--- src/rtl/keypad_scanner.sv ---
// keypad_scanner: row-scanning front end for a 4x4 keypad with press/release debounce.
// Ports: clk, reset (async active-low), col[3:0] raw columns in, row[3:0] one-hot drive,
//   row_idx[1:0] driven row, key_code[3:0] {row,col} of last accepted key,
//   key_valid one-cycle pulse per accepted press, key_held high until release accepted.
// Option: KEYSCAN_MULTI_REJECT_EN rejects multi-column presses in SCAN/PRESS_DB.
module keypad_scanner #(
  parameter int SCAN_DIV        = 16,
  parameter int DEBOUNCE_CYCLES = 20000,
  parameter int CNT_W           = 16
) (
  input  logic       clk,
  input  logic       reset,
  input  logic [3:0] col,
  output logic [3:0] row,
  output logic [1:0] row_idx,
  output logic [3:0] key_code,
  output logic       key_valid,
  output logic       key_held
);

  typedef enum logic [1:0] {
    SCAN,
    PRESS_DB,
    HELD,
    REL_DB
  } state_t;

  localparam logic [CNT_W-1:0] LP_SCAN_TC = CNT_W'(SCAN_DIV - 1);
  // Entry sample counts as the first, so acceptance fires at count N-2.
  localparam logic [CNT_W-1:0] LP_DEB_TC  = CNT_W'(DEBOUNCE_CYCLES - 2);
  localparam logic [CNT_W-1:0] LP_BLANK   = CNT_W'(2);

  state_t           r_state, w_state_nxt;
  logic [3:0]       r_sync1, r_col_s;
  logic [CNT_W-1:0] r_scan_cnt, w_scan_nxt;
  logic [CNT_W-1:0] r_deb_cnt, w_deb_nxt;
  logic [1:0]       r_row_idx, w_row_idx_nxt;
  logic [3:0]       r_row;
  logic [3:0]       r_cand, w_cand_nxt;
  logic [3:0]       r_code, w_code_nxt;
  logic             r_valid, w_valid_nxt;
  logic             r_held, w_held_nxt;
  logic             w_press_ok, w_match, w_mon;
  logic [1:0]       w_cand_idx;

  function automatic logic [1:0] f_enc(input logic [3:0] c);
    logic [1:0] v;
    v = 2'd0;
    priority case (1'b1)
      c[3]:    v = 2'd3;
      c[2]:    v = 2'd2;
      c[1]:    v = 2'd1;
      default: v = 2'd0;
    endcase
    return v;
  endfunction

`ifdef KEYSCAN_MULTI_REJECT_EN
  logic w_multi;
  assign w_multi    = |(r_col_s & (r_col_s - 4'd1));
  assign w_press_ok = (r_col_s != 4'd0) && !w_multi;
  assign w_match    = (r_col_s == r_cand) && !w_multi;
`else
  assign w_press_ok = (r_col_s != 4'd0);
  assign w_match    = (r_col_s == r_cand);
`endif

  assign w_cand_idx = f_enc(r_cand);
  // Only the accepted column is watched once held: no rollover.
  assign w_mon      = r_col_s[w_cand_idx];

  always_comb begin
    w_state_nxt   = r_state;
    w_scan_nxt    = r_scan_cnt;
    w_deb_nxt     = r_deb_cnt;
    w_row_idx_nxt = r_row_idx;
    w_cand_nxt    = r_cand;
    w_code_nxt    = r_code;
    w_valid_nxt   = 1'b0;
    w_held_nxt    = r_held;
    case (r_state)
      SCAN: begin
        // First two counts of a row see stale synchronizer data.
        if (r_scan_cnt >= LP_BLANK && w_press_ok) begin
          w_state_nxt = PRESS_DB;
          w_cand_nxt  = r_col_s;
          w_deb_nxt   = '0;
        end else if (r_scan_cnt == LP_SCAN_TC) begin
          w_scan_nxt    = '0;
          w_row_idx_nxt = r_row_idx + 2'd1;
        end else begin
          w_scan_nxt = r_scan_cnt + 1'b1;
        end
      end
      PRESS_DB: begin
        if (!w_match) begin
          w_state_nxt = SCAN;
          w_scan_nxt  = '0;
        end else if (r_deb_cnt == LP_DEB_TC) begin
          w_state_nxt = HELD;
          w_code_nxt  = {r_row_idx, w_cand_idx};
          w_valid_nxt = 1'b1;
          w_held_nxt  = 1'b1;
        end else begin
          w_deb_nxt = r_deb_cnt + 1'b1;
        end
      end
      HELD: begin
        if (!w_mon) begin
          w_state_nxt = REL_DB;
          w_deb_nxt   = '0;
        end
      end
      REL_DB: begin
        if (w_mon) begin
          w_state_nxt = HELD;
        end else if (r_deb_cnt == LP_DEB_TC) begin
          w_state_nxt   = SCAN;
          w_held_nxt    = 1'b0;
          w_row_idx_nxt = r_row_idx + 2'd1;
          w_scan_nxt    = '0;
        end else begin
          w_deb_nxt = r_deb_cnt + 1'b1;
        end
      end
      default: begin
        w_state_nxt = SCAN;
        w_scan_nxt  = '0;
        w_deb_nxt   = '0;
        w_held_nxt  = 1'b0;
      end
    endcase
  end

  always_ff @(posedge clk or negedge reset) begin
    if (!reset) begin
      r_sync1    <= 4'd0;
      r_col_s    <= 4'd0;
      r_state    <= SCAN;
      r_scan_cnt <= '0;
      r_deb_cnt  <= '0;
      r_row_idx  <= 2'd0;
      r_row      <= 4'b0001;
      r_cand     <= 4'd0;
      r_code     <= 4'h0;
      r_valid    <= 1'b0;
      r_held     <= 1'b0;
    end else begin
      r_sync1    <= col;
      r_col_s    <= r_sync1;
      r_state    <= w_state_nxt;
      r_scan_cnt <= w_scan_nxt;
      r_deb_cnt  <= w_deb_nxt;
      r_row_idx  <= w_row_idx_nxt;
      r_row      <= 4'b0001 << w_row_idx_nxt;
      r_cand     <= w_cand_nxt;
      r_code     <= w_code_nxt;
      r_valid    <= w_valid_nxt;
      r_held     <= w_held_nxt;
    end
  end

  assign row       = r_row;
  assign row_idx   = r_row_idx;
  assign key_code  = r_code;
  assign key_valid = r_valid;
  assign key_held  = r_held;

endmodule

--- config.mk ---
export PLATFORM = sky130hd
export DESIGN_NAME = keypad_scanner
export DESIGN_NICKNAME = d
export VERILOG_FILES = /design/src/rtl/keypad_scanner.sv
export SDC_FILE = /design/constraint.sdc
export NUM_CORES = 1
export LEC_CHECK = 0
export ABC_AREA = 0
export CORE_ASPECT_RATIO = 0.7
export CORE_MARGIN = 10
export CORE_UTILIZATION = 63
export CTS_BUF_LIST = sky130_fd_sc_hd__clkbuf_16
export DETAILED_ROUTE_END_ITERATION = 6
export DONT_BUFFER_PORTS = 1
export HOLD_SLACK_MARGIN = 0.08
export PLACE_DENSITY = 0.82
export SKIP_LAST_GASP = 1
export SLEW_MARGIN = 30
export SYNTH_ARGS = -nofsm -noshare
export SYNTH_HDL_FRONTEND = slang
export SYNTH_SLANG_ARGS = --single-unit
--- constraint.sdc ---
create_clock -name clk -period 2.8 [get_ports clk]
set_input_delay 0.28 -clock clk [delete_from_list [all_inputs] [get_ports clk]]
set_output_delay 0.28 -clock clk [all_outputs]
set_load 0.005 [all_outputs]
==> results of run 1 <==
## registers in the layout, summed over array words and instances, names as in the netlist
name	flops
key_code	4
r_deb_cnt	16
row_idx	2
r_state	2
key_valid	1
r_scan_cnt	16
key_held	1
r_cand	4
r_sync1	4
row	4
r_col_s	4
## metal layers
metal  part of all wire, %  up-vias
met5                     0        -
met4                  0.91        0
met3                   8.8        9
met2                    44       98
met1                    46     1229
li1                      -     1199
## timing repair
action | in CTS | in global routing
hold buffers | 6 | 0
hold endpoints to repair | 62 | 0
endpoints found under the setup margin | 0 | 0
## layout make-up
type	instances	area, um2	area share [%]
clock buffers	9	225	6.41
repair buffers	10	108	3.06
flip-flops and latches	58	1450	41.4
clock inverters	7	85.1	2.42
well taps	69	86.3	2.46
multi-input cells	241	1520	43.2
inverters	10	37.5	1.07
## Yosys cell counts, types with 2 or more instances
master / instances
dfrtp_1: 57
nor4bb_1: 2
o21ai_1: 7
and3_1: 8
clkbuf_1: 4
nor2b_1: 5
mux2_2: 5
a211o_1: 2
o21ai_0: 36
and2_1: 3
o31ai_1: 10
a41oi_1: 2
buf_2: 5
and4_1: 2
nor4b_1: 2
nand3_1: 13
nor3_1: 5
mux2i_1: 5
or4_1: 2
xor2_1: 4
a31oi_1: 9
and2_0: 3
o41ai_2: 2
nand4_1: 9
ha_1: 8
nand2b_1: 5
a21oi_1: 15
and3b_1: 2
buf_6: 2
nor2_1: 25
nand2_1: 30
nor4_2: 3
inv_1: 10
o221ai_1: 2
or3_1: 4
nor4_1: 3
## where the power goes
group          internal [W]  switching (W)
combinational      0.000413       0.000758
sequential         0.000925      0.0000990
clock              0.000768       0.000373
## kinds of logic after synthesis
logic type | count (synthesis)
DFF | 58
AOI/OAI and AO/OA | 88
xor gates and xnor gates | 4
adders and majority gates | 8
muxes | 10
buffers and inverters | 21
and+or+nand+nor | 131
## worst paths after layout
path / start / to / slack (ps) / cells after the start
max: r_scan_cnt[0] / r_scan_cnt[15] / 360 / 8
min: r_sync1[2] / r_col_s[2] / 350 / 0
max reg2reg: r_scan_cnt[0] / r_scan_cnt[15] / 360 / 8
min reg2reg: r_sync1[2] / r_col_s[2] / 350 / 0
max in group asynchronous: reset / row[0] / 2020 / 2
min in group asynchronous: reset / r_deb_cnt[9] / 480 / 2
## worst max-delay path, cell delays in order (launching register included)
cell      delay, ps
dfrtp_1         420
inv_1            80
ha_1            200
nor4_1          280
nand4_1         160
and3_1          320
nand3b_4        270
or4_1           540
nand3_1          90
## metrics by stage
stage          worst slack [ps]  std cells
6_report                    363        404
5_1_grt                     160        404
4_1_cts                     347        404
3_5_place_dp                361        382
3_3_place_gp                478        382
2_1_floorplan               638        320
## layout by cell type, fill, tap and decap left out, types with 7 or more instances in the layout
| cell type | n |
|---|---|
| nand3_1 | 13 |
| o21ai_1 | 7 |
| dfrtp_1 | 57 |
| o31ai_1 | 10 |
| nand2_1 | 30 |
| a21oi_1 | 15 |
| inv_1 | 11 |
| a31oi_1 | 9 |
| clkbuf_16 | 9 |
| o21ai_0 | 36 |
| nor2_1 | 25 |
| nand4_1 | 9 |
| and3_1 | 8 |
| ha_1 | 8 |
==> results.ini, run 1 <==
[cts]
insertion_delay_ps=330
cts-resized-gates=0
cts_tree=yes
cts_max_level=3
clk_pin_slew_worst_paths_ps=50
cts_sinks=58
root_buffer=clkbuf_16
post_cts_buffers=0
cts_made_buffers=9
cts.path.max_buffers=2

[timing]
fin_setup_tns_ps=0
skew_ps=5.91
max_freq_mhz=410
period_share_pct=87.1
relSlewSlack_pct=38.1
holdWs_ps=346
setup_viol=0
worstMarginPinSlew_ps=919
rsz0062_at_grt=false
final_max_slew_viol_count=0
finalHoldViolations=0
fin_crit_ps=2440

[route]
ant_nets=0
drc=0
vias_per_cell=6.27
wl_per_cell_um=17.3
drtIter0Drc=234
vias=2535
first_pass_iters=5
drt_wl_total_um=7000

[yosys]
synth-seq-cells=58
muxShareOfSynthArea_pct=3.46
synth.distinct_cells=45
synth_xor_area_share_pct=1.14
ys_top_cells_by_area=dfrtp_1, o21ai_0, nand2_1
synth_largest_type_area_fraction_pct=46.5
syn_inst=320
synth_top_family_by_area=simple AND/OR/NAND/NOR gates
synthSimpleGateAreaFrac_pct=24.3
synth_edf_count=0
synth_compound_area_share_pct=17.3
syn_area_mm2=0.00307
synth_async_sr_flop_share_pct=100
synth_top_cell_by_area=dfrtp_1
yosysSeqAreaShare_pct=47.3
synth_fa_ha_area_share_pct=3.26
synthFlopType=dfrtp_1
avgSynthCellArea_um2=9.60
ys_warn_count=0
synth_fp_nets=334

[global_route]
top_usage_layer=met2
antenna_found_initial=0
grt_pass1_vias=2473
use_met2_pct=26.3
globalRouteMet1Util_pct=25.4
gr-usage-met3_pct=8.05
grt_max_degree=59
track_usage_pct=18.7
grt_pass1_wl_um=11900
grt-ovfl-total=0

[die]
initial_core_util_pct=64.6
core_area_mm2=0.00476
io_pins=18
rows=21
dieArea_mm2=0.00811
fp.dieH_um=78.4
die_w_um=103

[placement]
gp_congestion=0.943
io_buffers=0
dp_hpwl_um=4500
placedInstanceArea_mm2=0.00312

[finish]
final_area_mm2=0.00351
utilization_pct=73.8
area_delta_synth_final_pct=14.4
nNetsFinal=344
num_antenna_cells=0
drive_above_1_share_pct=10.1
n_fill_cell=306

[power]
power_density_mw_per_mm2=950
leakagePower_nw=1.50
power_w=0.00334
max-vdd-ir-drop_v=0.000581

[critical_path]
worst-path-max-fanout=13
crit_arrival_ps=2700
required_ps=3060
worst_setup_path_end_kind=flop
critPathLaunchType=flop
critPathKind=flop to flop

[hold_path]
hp-class=flop to flop

[status]
status=finished clean

[run]
drv_cap=0

Power figures use the tool's default switching activity.
==> run 2, diff against run 1 <==
--- a/config.mk
+++ b/config.mk
@@ -6,6 +6,7 @@
 export NUM_CORES = 1
 export LEC_CHECK = 0
 export ABC_AREA = 0
+export CAP_MARGIN = 20
 export CORE_ASPECT_RATIO = 0.7
 export CORE_MARGIN = 10
 export CORE_UTILIZATION = 63
==> results of run 2 <==
No change in the layout: final DEF, timing and power equal those of run 1.
